### config.mk
export PLATFORM = sky130hd
export DESIGN_NAME = bram_readout_engine
export DESIGN_NICKNAME = d
export VERILOG_FILES = /design/src/rtl/bram_readout_engine_pkg.sv /design/src/rtl/bram_readout_engine_skid_fifo.sv /design/src/rtl/bram_readout_engine.sv
export SDC_FILE = /design/constraint.sdc
export NUM_CORES = 1
export LEC_CHECK = 0
export CAP_MARGIN = 20
export CORE_AREA = 2 2 369 371
export DETAILED_ROUTE_END_ITERATION = 8
export DIE_AREA = 0 0 371 373
export SETUP_SLACK_MARGIN = 0.4
export SYNTH_ARGS = -nofsm -noshare
export SYNTH_HDL_FRONTEND = slang
export SYNTH_SLANG_ARGS = --single-unit
### constraint.sdc
create_clock -name clk -period 9.55 [get_ports clk]
set_input_delay 2.865 -clock clk [delete_from_list [all_inputs] [get_ports clk]]
set_output_delay 2.865 -clock clk [all_outputs]
set_load 0.03 [all_outputs]
### src/rtl/bram_readout_engine_pkg.sv
// Shared types and helpers for the BRAM readout engine: FSM encoding,
// sign extension and a minimum-one-bit width helper.
package bram_readout_engine_pkg;

  typedef enum logic [1:0] {
    ST_IDLE  = 2'd0,
    ST_ISSUE = 2'd1,
    ST_DRAIN = 2'd2,
    ST_DONE  = 2'd3
  } state_e;

  // Replicates bit w-1 of d into every bit above it.
  function automatic logic [63:0] sign_extend(input logic [63:0] d, input int unsigned w);
    logic [63:0] r;
    r = d;
    for (int i = 0; i < 64; i++) begin
      if (i >= int'(w)) r[i] = d[w-1];
    end
    return r;
  endfunction

  function automatic int width_of(input int n);
    return (n <= 2) ? 1 : $clog2(n);
  endfunction

endpackage

### src/rtl/bram_readout_engine_skid_fifo.sv
// readout_skid_fifo: small synchronous FIFO with flush; holds {last, index, data}
// words between the BRAM capture stage and the output stream.
module readout_skid_fifo
  import bram_readout_engine_pkg::*;
#(
  parameter int W     = 8,
  parameter int DEPTH = 3
) (
  input  logic                          clk,
  input  logic                          reset,
  input  logic                          flush,
  input  logic                          push,
  input  logic [W-1:0]                  push_data,
  input  logic                          pop,
  output logic [W-1:0]                  rd_data,
  output logic                          rd_valid,
  output logic [width_of(DEPTH+1)-1:0]  count
);

  localparam int PTR_W = width_of(DEPTH);
  localparam int CNT_W = width_of(DEPTH+1);

  logic [W-1:0]     mem_q [DEPTH];
  logic [W-1:0]     mem_d [DEPTH];
  logic [PTR_W-1:0] wr_q, wr_d, rd_q, rd_d;
  logic [CNT_W-1:0] cnt_q, cnt_d;
  logic             do_push, do_pop;

  always_comb begin
    mem_d   = mem_q;
    wr_d    = wr_q;
    rd_d    = rd_q;
    cnt_d   = cnt_q;
    do_pop  = pop && (cnt_q != '0);
    do_push = push && ((cnt_q != CNT_W'(DEPTH)) || do_pop);
    if (flush) begin
      wr_d  = '0;
      rd_d  = '0;
      cnt_d = '0;
    end else begin
      if (do_push) begin
        mem_d[wr_q] = push_data;
        wr_d = (wr_q == PTR_W'(DEPTH-1)) ? '0 : wr_q + PTR_W'(1);
      end
      if (do_pop) begin
        rd_d = (rd_q == PTR_W'(DEPTH-1)) ? '0 : rd_q + PTR_W'(1);
      end
      cnt_d = cnt_q + CNT_W'(do_push) - CNT_W'(do_pop);
    end
  end

  always_ff @(posedge clk) begin
    if (reset) begin
      wr_q  <= '0;
      rd_q  <= '0;
      cnt_q <= '0;
    end else begin
      wr_q  <= wr_d;
      rd_q  <= rd_d;
      cnt_q <= cnt_d;
    end
  end

  // Storage carries no control meaning, so it is left out of reset.
  always_ff @(posedge clk) begin
    mem_q <= mem_d;
  end

  assign rd_data  = mem_q[rd_q];
  assign rd_valid = (cnt_q != '0);
  assign count    = cnt_q;

endmodule

### src/rtl/bram_readout_engine.sv
// Sweeps all FFT2D result BRAM banks over port A and streams each sign-extended
// word with its running index. Optional peak tracker under READOUT_PEAK_EN.
//
// state | meaning
// IDLE  | waiting for start
// ISSUE | issuing reads row/bank/element order, gated by FIFO credit
// DRAIN | last read issued, waiting for FIFO and pipeline to empty
// DONE  | one-cycle done pulse
module bram_readout_engine
  import bram_readout_engine_pkg::*;
#(
  parameter int NUM_BANKS = 32,
  parameter int DATA_W    = 16,
  parameter int ADDR_W    = 9,
  parameter int BASE_ADDR = 256,
  parameter int ROWS      = 2,
  parameter int ELEMS     = 128,
  parameter int OUT_W     = 32,
  parameter int RD_LAT    = 1
) (
  input  logic                        clk,
  input  logic                        reset,
  input  logic                        start,
  output logic                        busy,
  output logic                        done,
  output logic [NUM_BANKS*ADDR_W-1:0] bram_addra,
  output logic [NUM_BANKS-1:0]        bram_rea,
  output logic [NUM_BANKS-1:0]        bram_wea,
  input  logic [NUM_BANKS*DATA_W-1:0] bram_dataa,
  output logic                        out_valid,
  input  logic                        out_ready,
  output logic [OUT_W-1:0]            out_data,
  output logic [31:0]                 out_index,
  output logic                        out_last
`ifdef READOUT_PEAK_EN
  ,
  output logic [DATA_W-1:0]           peak_abs
`endif
);

  localparam int DEPTH  = RD_LAT + 2;
  localparam int TOTAL  = NUM_BANKS * ROWS * ELEMS;
  localparam int K_W    = width_of(ELEMS);
  localparam int B_W    = width_of(NUM_BANKS);
  localparam int R_W    = width_of(ROWS);
  localparam int CNT_W  = width_of(DEPTH + 1);
  localparam int FIFO_W = 1 + 32 + OUT_W;

  state_e            state_q, state_d;
  logic [K_W-1:0]    k_q, k_d;
  logic [B_W-1:0]    b_q, b_d;
  logic [R_W-1:0]    r_q, r_d;
  logic [31:0]       push_idx_q, push_idx_d;
  logic [RD_LAT-1:0] vld_pipe_q, vld_pipe_d;
  logic [B_W-1:0]    bank_pipe_q [RD_LAT];
  logic [B_W-1:0]    bank_pipe_d [RD_LAT];

  logic              issue, start_acc, last_issue, push, pop;
  int                inflight;
  logic [ADDR_W-1:0] rd_addr;
  logic [DATA_W-1:0] cap_word;
  logic [FIFO_W-1:0] push_data, fifo_rd;
  logic              fifo_valid;
  logic [CNT_W-1:0]  fifo_count;

  assign pop        = fifo_valid && out_ready;
  assign push       = vld_pipe_q[RD_LAT-1];
  assign last_issue = (k_q == K_W'(ELEMS-1)) && (b_q == B_W'(NUM_BANKS-1)) &&
                      (r_q == R_W'(ROWS-1));

  always_comb begin
    state_d    = state_q;
    k_d        = k_q;
    b_d        = b_q;
    r_d        = r_q;
    push_idx_d = push_idx_q;
    issue      = 1'b0;
    start_acc  = 1'b0;
    inflight   = 0;
    for (int i = 0; i < RD_LAT; i++) inflight += int'(vld_pipe_q[i]);

    case (state_q)
      ST_IDLE: begin
        if (start) begin
          start_acc  = 1'b1;
          state_d    = ST_ISSUE;
          k_d        = '0;
          b_d        = '0;
          r_d        = '0;
          push_idx_d = '0;
        end
      end
      ST_ISSUE: begin
        // Credit check keeps every in-flight read guaranteed a FIFO slot.
        if (int'(fifo_count) + inflight < DEPTH) begin
          issue = 1'b1;
          if (k_q == K_W'(ELEMS-1)) begin
            k_d = '0;
            if (b_q == B_W'(NUM_BANKS-1)) begin
              b_d = '0;
              r_d = (r_q == R_W'(ROWS-1)) ? '0 : r_q + R_W'(1);
            end else begin
              b_d = b_q + B_W'(1);
            end
          end else begin
            k_d = k_q + K_W'(1);
          end
          if (last_issue) state_d = ST_DRAIN;
        end
      end
      ST_DRAIN: begin
        // Leave on the cycle of the final transfer so done trails it by one.
        if (inflight == 0 &&
            (fifo_count == '0 || (fifo_count == CNT_W'(1) && pop)))
          state_d = ST_DONE;
      end
      ST_DONE:  state_d = ST_IDLE;
      default:  state_d = ST_IDLE;
    endcase

    if (push) push_idx_d = push_idx_q + 32'd1;

    vld_pipe_d     = vld_pipe_q;
    bank_pipe_d    = bank_pipe_q;
    vld_pipe_d[0]  = issue;
    bank_pipe_d[0] = b_q;
    for (int i = 1; i < RD_LAT; i++) begin
      vld_pipe_d[i]  = vld_pipe_q[i-1];
      bank_pipe_d[i] = bank_pipe_q[i-1];
    end
  end

  always_ff @(posedge clk) begin
    if (reset) begin
      state_q    <= ST_IDLE;
      k_q        <= '0;
      b_q        <= '0;
      r_q        <= '0;
      push_idx_q <= '0;
      vld_pipe_q <= '0;
      for (int i = 0; i < RD_LAT; i++) bank_pipe_q[i] <= '0;
    end else begin
      state_q     <= state_d;
      k_q         <= k_d;
      b_q         <= b_d;
      r_q         <= r_d;
      push_idx_q  <= push_idx_d;
      vld_pipe_q  <= vld_pipe_d;
      bank_pipe_q <= bank_pipe_d;
    end
  end

  assign rd_addr = ADDR_W'(BASE_ADDR + int'(r_q) * ELEMS + int'(k_q));

  always_comb begin
    bram_addra = '0;
    bram_rea   = '0;
    for (int b = 0; b < NUM_BANKS; b++) begin
      if (issue && (b_q == B_W'(b))) begin
        bram_addra[b*ADDR_W +: ADDR_W] = rd_addr;
        bram_rea[b]                    = 1'b1;
      end
    end
  end

  assign bram_wea  = '0;
  assign cap_word  = bram_dataa[int'(bank_pipe_q[RD_LAT-1])*DATA_W +: DATA_W];
  assign push_data = {(push_idx_q == 32'(TOTAL-1)), push_idx_q,
                      OUT_W'(sign_extend(64'(cap_word), DATA_W))};

  readout_skid_fifo #(
    .W     (FIFO_W),
    .DEPTH (DEPTH)
  ) u_fifo (
    .clk       (clk),
    .reset     (reset),
    .flush     (start_acc),
    .push      (push),
    .push_data (push_data),
    .pop       (out_ready),
    .rd_data   (fifo_rd),
    .rd_valid  (fifo_valid),
    .count     (fifo_count)
  );

  assign out_valid = fifo_valid;
  assign out_data  = fifo_rd[OUT_W-1:0];
  assign out_index = fifo_rd[OUT_W +: 32];
  assign out_last  = fifo_rd[FIFO_W-1];
  assign busy      = (state_q != ST_IDLE);
  assign done      = (state_q == ST_DONE);

`ifdef READOUT_PEAK_EN
  logic [DATA_W-1:0] peak_q, peak_d, xfer_abs, xfer_raw;

  assign xfer_raw = fifo_rd[DATA_W-1:0];

  always_comb begin
    // Most negative value has no positive twin; clamp to max positive.
    if (!xfer_raw[DATA_W-1])
      xfer_abs = xfer_raw;
    else if (xfer_raw == {1'b1, {(DATA_W-1){1'b0}}})
      xfer_abs = {1'b0, {(DATA_W-1){1'b1}}};
    else
      xfer_abs = -xfer_raw;

    peak_d = peak_q;
    if (start_acc)
      peak_d = '0;
    else if (pop && (xfer_abs > peak_q))
      peak_d = xfer_abs;
  end

  always_ff @(posedge clk) begin
    if (reset) peak_q <= '0;
    else       peak_q <= peak_d;
  end

  assign peak_abs = peak_q;
`endif

endmodule

==> out/results.tsv <==
metric	value	unit
status	complete, no violations	
grt_usage	14.9	%
routed_wl	108000	um
synth-simple-area-share	21.2	%
die_w	371	um
critPathArrivalTime	4.26	ns
fin_nets	2692	
final_core_util	19.4	%
grt_setup_unrepaired	false	
cts_tree	built	
numClockSinks	206	
hold-worst-slack	0.501	ns
clk_pin_slew_worst_paths	0.07	ns
vias	15052	
synth_xor_area_share	0.536	%
rows	135	
antenna_found_initial	99	
finalCriticalPeriod	7.12	ns
ir_drop	0.000105	V
path_class	flip-flop to primary output	
wl_per_cell	27.0	um
cts_made_buffers	21	
dp_slack	3.10	ns
ys_types	57	
dieArea	0.138	sq mm
ioPinCount	936	
finalSetupViolCount	0	
cp-start-kind	flip-flop	
worst_slack	2.43	ns
vias_per_cell	3.78	
skew	0.0332	ns
drc	0	
worst_pin_slew	1.15	ns
grt_pass1_wl	139000	um
hold_violations	0	
dp_cells	3915	
yosys_warnings	0	
fin_crit_sh	74.6	%
cts_setup_buffers	0	
grt_max_degree	80	
grt_pass1_vias	15221	
layout-drive-gt1-share	10.5	%
rr_worst_depth	5	
max_cap_violations	0	
async_reset_ff_share	0	%
stdcell_area	0.0261	sq mm
hold_depth	2	
hold_buffers	0	
fp.dieH	373	um
p_leak	8.14	nW
post_dp_cell_area	0.0254	sq mm
totalPowerFinal	2.81	mW
core_area	0.135	sq mm
root_buffer	clkbuf_16	
stdcell_count	3981	
postRouteAntennaNets	0	
cts_resized	0	
grt_overflow	0	
syn2layout_area_growth	77.6	%
maxSlewViolCount	0	
cp-end-kind	primary output	
max_freq	140	MHz
synth_fa_ha_area_share	1.36	%
netlist_area	0.0147	sq mm
synth-compound-area-share	7.67	%
drt_first_iter_violations	1068	
tns	0	ns
pwr_density_cell	108	mW/mm^2
hp-class	flip-flop to flip-flop	
synth_edf_count	147	
post-dp-hpwl	91400	um
synth_top_family_by_area	multiplexers	
io_buffers	903	
synthFlopType	edfxtp_1	
cts_max_level	1	
netlist_instances	1353	
start_util	10.9	%
required	6.69	ns
path_max_fanout	15	
synth.mux.area_fraction	23.7	%
cts_buffer_depth	3	
synth-seq-cells	206	
drtPass1Iterations	5	
ys_seq_area_share	38.1	%
gp_congestion	0.895	
clk_latency	0.54	ns
relSlewSlack	23.0	%
synth_area_per_cell	10.9	sq um
-- cells by family after synthesis --
logic type,after synthesis
XOR/XNOR,9
AND/OR/NAND/NOR,545
multiplexers,188
other,1
flip-flops,206
AO/OA/AOI/OAI,185
buffers and inverters,203
adder cells (fa/ha/maj),16
-- power by group --
part,total [mW],switching (mW),internal [mW]
registers,1.03,0.0299,1.00
logic,0.979,0.556,0.424
clock network,0.800,0.361,0.439
-- critical path: stages, from the launching register on --
cell and delay, ns:
dfxtp_1 0.53, ha_1 0.33, ha_1 0.22, nor2b_1 0.49, nand4_1 0.29, nor2_1 0.93
and2_1 0.24, clkdlybuf4s50_1 0.68
-- cell type report --
type | count | area, sq um
Timing Repair Buffer | 940 | 9320
Antenna cell | 26 | 65.1
Multi-Input combinational cell | 975 | 8160
Inverter | 16 | 60.1
Clock inverter | 13 | 124
Sequential cell | 206 | 5610
Tap cell | 1781 | 2230
Clock buffer | 24 | 537
Fill cell | 14691 | 109000
-- worst paths after layout --
path	from	endpoint	slack [ns]
worst max-delay path	push	bram_addra[112]	2.43
worst min-delay path	u_fifo.wr_q[1]	u_fifo.wr_q[1]	0.50
worst max register to register	bank_pipe_q[0]	u_fifo.mem_q[96]	5.64
worst min register to register	u_fifo.wr_q[1]	u_fifo.wr_q[1]	0.50
-- cell usage in the layout (no fill, tap or decap), drive strengths merged, types with 25 or more instances in the layout --
cell | Yosys | final
a21oi | 25 | 25
and2 | 259 | 259
buf | 103 | 37
clkdlybuf4s50 | 0 | 903
conb | 1 | 32
dfxtp | 59 | 59
diode | 0 | 26
edfxtp | 147 | 147
mux2i | 55 | 55
mux4 | 128 | 128
nand2 | 86 | 86
nor2 | 52 | 52
nor4 | 27 | 27
o21ai | 58 | 58
o22ai | 65 | 65
-- state kept, by name (all words and copies together) (netlist names) --
signal and count:
b_q 5, u_fifo.count 2, r_q 1, state_q 2
u_fifo.rd_q 2, u_fifo.wr_q 2, push_idx_q 32, bank_pipe_q 5
k_q 7, push 1, u_fifo.mem_q 147
-- Yosys cell counts, drive strengths merged (4+ instances only) --
cell / instances / share of area (%)
nor2: 52 / 1.3
xor2: 5 / 0.30
and4: 7 / 0.43
clkbuf: 84 / 2.1
and2: 259 / 11
o211ai: 7 / 0.36
buf: 103 / 4.9
nand2: 86 / 2.2
or4: 17 / 0.89
o311ai: 10 / 0.60
ha: 16 / 1.4
nand3b: 5 / 0.26
o21ai: 58 / 2.0
xnor2: 4 / 0.24
nor2b: 7 / 0.30
a21oi: 25 / 0.85
mux4: 128 / 20
inv: 15 / 0.38
nand2b: 7 / 0.30
nand3: 16 / 0.54
or3: 8 / 0.39
o22ai: 65 / 2.8
mux2: 5 / 0.38
nand4: 22 / 1.0
nor3: 7 / 0.24
and3: 12 / 0.51
or2: 9 / 0.38
edfxtp: 147 / 30
mux2i: 55 / 3.7
o31ai: 5 / 0.26
dfxtp: 59 / 8.0
nor4: 27 / 1.1
-- per-layer routing --
layer | global-route usage, % | share of wire (%) | vias to the layer above | wire length, um
met5 | 0 | 0.33 | - | 357
met4 | 2.68 | 1.6 | 52 | 1750
met3 | 6.71 | 11 | 156 | 12200
met2 | 24.1 | 46 | 879 | 49300
met1 | 18.1 | 41 | 7325 | 43900
li1 | - | - | 6640 | -
Power figures use the tool's default switching activity.
==> patch 1: new RTL, same flow settings <==
Take the reset off `wr_q` and `rd_q` and load them in a clocked block of their own.
--- a/src/rtl/bram_readout_engine_skid_fifo.sv
+++ b/src/rtl/bram_readout_engine_skid_fifo.sv
@@ -51,14 +51,15 @@
 
   always_ff @(posedge clk) begin
     if (reset) begin
-      wr_q  <= '0;
-      rd_q  <= '0;
       cnt_q <= '0;
     end else begin
-      wr_q  <= wr_d;
-      rd_q  <= rd_d;
       cnt_q <= cnt_d;
     end
+  end
+
+  always_ff @(posedge clk) begin
+    wr_q <= wr_d;
+    rd_q <= rd_d;
   end
 
   // Storage carries no control meaning, so it is left out of reset.
Check against the original RTL: same outputs for any inputs over 4 cycles, from zero or initial values and one cycle with reset high; that may be too few to reach the edited logic, so the function may still have changed.
==> patch 1 against the unedited design <==
Synthesized cell count rose by 20%. Worst setup slack got worse by 1000 ps. Area after synthesis rose by 3.6%. Count of clock-buffer cells in the layout rose by 1. Core utilization rose by 0.48 points. Power rose by 18%. Clock skew fell by 14 ps. Wire length fell by 11%. Via count rose by 7.0%. Design area rose by 2.5%. Sequential cell count did not move. Die area did not move. Highest routed layer unchanged.
==> patch 1: results (changes against the unedited design) <==
| Metric | Value |
|---|---|
| Peak VDD IR | 0.108 mV (+3.2%) |
| Port Buffers | 903 (unchanged) |
| Max stage delay on crit path | 870 ps (-60 ps) |
| All-Layer GR Usage | 0.130 (-0.0185) |
| Post_cts resized | 0 (unchanged) |
| Setup WS pre-CTS | 1710 ps (-1390 ps) |
| Hold depth | 2 (unchanged) |
| H-tree depth | 1 (unchanged) |
| Hold path start | u_fifo.wr_q[1] |
| Internal power | 2.08 mW (+12%) |
| Synth unique cells | 61 (+7.0%) |
| Vias per cell | 3.83 (+1.3%) |
| Primary FF master, synth | edfxtp_1 |
| DP HPWL | 77600 um (-15%) |
| Async S/R FF share, synth | 0 (unchanged) |
| Clock insertion delay at the later pin of the skew report | approximately 530 ps |
| CTS clock-pin slew for the worst setup and hold paths | about 60 ps |
| Post-CTS Setup Inserts | 0 (unchanged) |
| Clock Skew | 19.2 ps (-14.0 ps) |
| Number of synthesized flops with an enable pin | 147 (unchanged) |
| Initial antenna violation count | 14 (-86%) |
| Worst hold margin | 504 ps (+3.08 ps) |
| First-pass DRT Iterations | 7 (+2) |
| YS warnings | 0 (unchanged) |
| Critical path arrival | 5290 ps (+1030 ps) |
| Leak | 8.05 nW (-1.1%) |
| Total CTS buffers | 21 (unchanged) |
| Clock Tree Buf Depth | 3 (unchanged) |
| Sequential share of the synthesized area | 0.367 (-0.0133) |
| Vias in the first global route | 16010 (+5.2%) |
| R2r startpoint | bank_pipe_q[0] |
| Placer Congestion | 0.905 (+1.1%) |
| Root Driver | clkbuf_16 |
| Cell Area, Placed | 26000 um^2 (+2.5%) |
| Crit-path max FO | 23 (+8) |
| Fin nets | 2937 (+9.1%) |
| Share of layout cells above drive strength 1 | 0.0512 (-0.0536) |
| Commonest cells in the netlist | mux2i_1 (314), and2_1 (168), edfxtp_1 (147) |
| Global Route met3 Usage | 0.0228 (-0.0443) |
| Starting DRT DRC Count | 1281 (+20%) |
| Min-Delay Endpoint | u_fifo.wr_q[1] |
| First-pass GRT wire length | 128000 um (-8.2%) |
| Wire per inst | 22.7 um (-16%) |
| Slowest stage cell, crit path | nand4_1 |
| GR Util met1 | 0.169 (-0.0115) |
| Area contributors post-synth | edfxtp_1 (29%), mux2i_1 (21%), dfxtp_1 (7.8%), and2_1 (6.9%), a22oi_1 (6.3%) |
| Largest net degree at the start of global routing | 78 (-2.5%) |
| Biggest registers after layout | u_fifo.mem_q (147), push_idx_q (32), k_q (7) |
| Run status | finished clean |
| Slew HR | 0.195 (-0.0347) |
| Hold WC Path Type | flop to flop |
| Cells on worst reg2reg path | 5 (unchanged) |
| Reg-to-reg slack, setup | 5730 ps (+90 ps) |
| Global-route track usage on met2 | 0.224 (-0.0175) |
| R2r endpoint | u_fifo.mem_q[144] |
[patch 1: changes by cell type in the layout (fill, tap and decap cells not counted), moves of 19 or more]
cell and delta:
a22oi_1 +128, and2_1 -91, buf_4 +19, diode_2 -22, mux2i_1 +257, mux4_2 -128, nand4_1 +34, nor2_1 +23
nor3_1 +92, o22ai_1 -64
[patch 1: area by class of cell]
class | instances | area, um^2
Fill cell | 14780 | 108000
Tap cell | 1781 | 2230
Clock inverter | 13 | 184
Antenna cell | 4 | 10.0
Multi-Input combinational cell | 1197 | 8650
Clock buffer | 25 | 541
Sequential cell | 206 | 5600
Timing Repair Buffer | 956 | 9450
Inverter | 23 | 86.3
[patch 1: cells by family (layout without fill, tap and decap cells)]
kind of cell,Yosys count,after routing,synth area share
DFF,206,206,0.367
adders and majority gates,16,16,0.0131
buffers and inverters,248,1017,0.0833
AOI/OAI and AO/OA,249,249,0.113
muxes,317,317,0.209
and+or+nand+nor,573,573,0.209
xor gates and xnor gates,10,10,0.00575
other,1,36,0.000246
[patch 1: power by group through the flow]
stage	clock, mW	sequential, mW	combinational [mW]
after floorplan	0	1.06	0.709
after global placement	0	1.07	1.40
after detailed placement	0	1.07	1.41
after CTS	0.915	1.05	1.41
after global routing	0.940	1.06	1.47
final	0.879	1.05	1.37
[patch 1: worst max path at each step]
stage	depth (start not counted)	slack, ps	startpoint	end
floorplan	3	660	start	u_fifo.mem_q[0]
global placement	6	1780	push	bram_rea[30]
detailed placement	6	1710	push	bram_rea[30]
CTS	6	1110	push	bram_rea[30]
global route	7	900	push	bram_addra[104]
finish	7	1400	push	bram_addra[104]
[patch 1: metrics by stage]
stage	instances	utilization
floorplan	1651	-
global placement	4162	0.193
detailed placement	4162	0.193
CTS	4200	0.199
global route	4203	0.199
finish	4205	0.199
[patch 1: routing by layer]
layer	routed length, um	vias up
met5	41	-
li1	-	7499
met3	6510	65
met1	41500	7800
met2	45900	737
met4	1470	6
[patch 1: worst max-delay path: cells and delay by family, from the launching register on]
family / cells / cell delay, ps
flops: 1 / 810
simple gates: 3 / 1990
compound gates: 1 / 770
fa+ha+maj: 2 / 510
buf+inv: 1 / 680
==> patch 2: new RTL, same flow settings <==
Made on the original files. The parameter `ADDR_W` goes from 9 to 11.
--- a/src/rtl/bram_readout_engine.sv
+++ b/src/rtl/bram_readout_engine.sv
@@ -11,7 +11,7 @@
 #(
   parameter int NUM_BANKS = 32,
   parameter int DATA_W    = 16,
-  parameter int ADDR_W    = 9,
+  parameter int ADDR_W    = 11,
   parameter int BASE_ADDR = 256,
   parameter int ROWS      = 2,
   parameter int ELEMS     = 128,
Ports: changed (resized bram_addra); port bits go from 936 to 1000. No check against the original RTL was run, so the function may have changed too.
==> patch 2 against the unedited design <==
Worst setup slack gained 69 ps. Clock power grew 11%. Register-to-register slack gained 350 ps. Sequential cell count is the same. Maximum frequency grew 0.98%. Design area grew 1.3%. Wire length shrank 2.3%. Power grew 4.0%. First-iteration DRC count shrank 0.56%. Sequential share of layout area shrank 0.28 points. Area after synthesis grew 3.4%.
==> patch 2: results (changes against the unedited design) <==
| Metric | Value |
|---|---|
| Run status | finished clean |
| Initial antenna violation count | 87 (-12%) |
| First-pass GRT wire length | 135000 um (-2.6%) |
| All-Layer GR Usage | 0.144 (-0.00460) |
| Share of layout cells above drive strength 1 | 0.102 (-0.00247) |
| Critical path arrival | 4190 ps (-70 ps) |
| Largest net degree at the start of global routing | 85 (+6.3%) |
| Syn Inst Count | 1428 (+5.5%) |
| WL final | 105000 um (-2.3%) |
| Global Route met3 Usage | 0.0780 (+0.0108) |
| R2r endpoint | u_fifo.mem_q[2] |
| Starting DRT DRC Count | 1062 (-0.56%) |
| Max stage delay on crit path | 950 ps (+20 ps) |
| Sequential share of the synthesized area | 0.368 (-0.0125) |
| Vias per cell | 3.82 (+0.99%) |
| Layout Cells excl Fill | 4050 (+1.7%) |
| Synth unique cells | 60 (+5.3%) |
| Commonest cells in the netlist | and2_1 (260), edfxtp_1 (147), buf_4 (144) |
| R2r startpoint | bank_pipe_q[2] |
| Clock Skew | 20.6 ps (-12.6 ps) |
| Cells on worst reg2reg path | 4 (-1) |
| GR Util met1 | 0.177 (-0.00400) |
| Placer Congestion | 0.928 (+3.8%) |
| Global-route track usage on met2 | 0.228 (-0.0139) |
| Setup WS pre-CTS | 3070 ps (-33.4 ps) |
| Peak VDD IR | 0.0960 mV (-8.2%) |
| Vias in the first global route | 15253 (+0.21%) |
| Slew HR | 0.185 (-0.0443) |
| DP Cell Count | 3986 (+1.8%) |
## patch 2: power by group
| group | switching [mW] | internal, mW | total (mW) |
|---|---|---|---|
| Combinational | 0.585 | 0.423 | 1.01 |
| Sequential | 0.0263 | 1.00 | 1.03 |
| Clock | 0.376 | 0.511 | 0.887 |
| Total | 0.988 | 1.94 | 2.92 |
## patch 2: cell type report
type                    count  area [um^2]
multi-input cells        1042         8410
repair buffers            939         9340
inverters                  21         78.8
well taps                1781         2230
clock buffers              27          568
diodes                     23         57.6
fillers                 14682       108000
clock inverters            11          158
flip-flops and latches    206         5610
## patch 2: cell families after synthesis
logic type	count (synthesis)	synth area share
and+or+nand+nor	552	0.206
other	1	0.000247
DFF	206	0.368
adders and majority gates	16	0.0132
buffers and inverters	275	0.105
AOI/OAI and AO/OA	179	0.0723
muxes	190	0.231
xor gates and xnor gates	9	0.00519
## patch 2: per-layer routing
layer	part of all wire	wire length, um
met5	0.0029	303
met1	0.41	42900
met4	0.012	1230
met2	0.44	46400
met3	0.14	14200
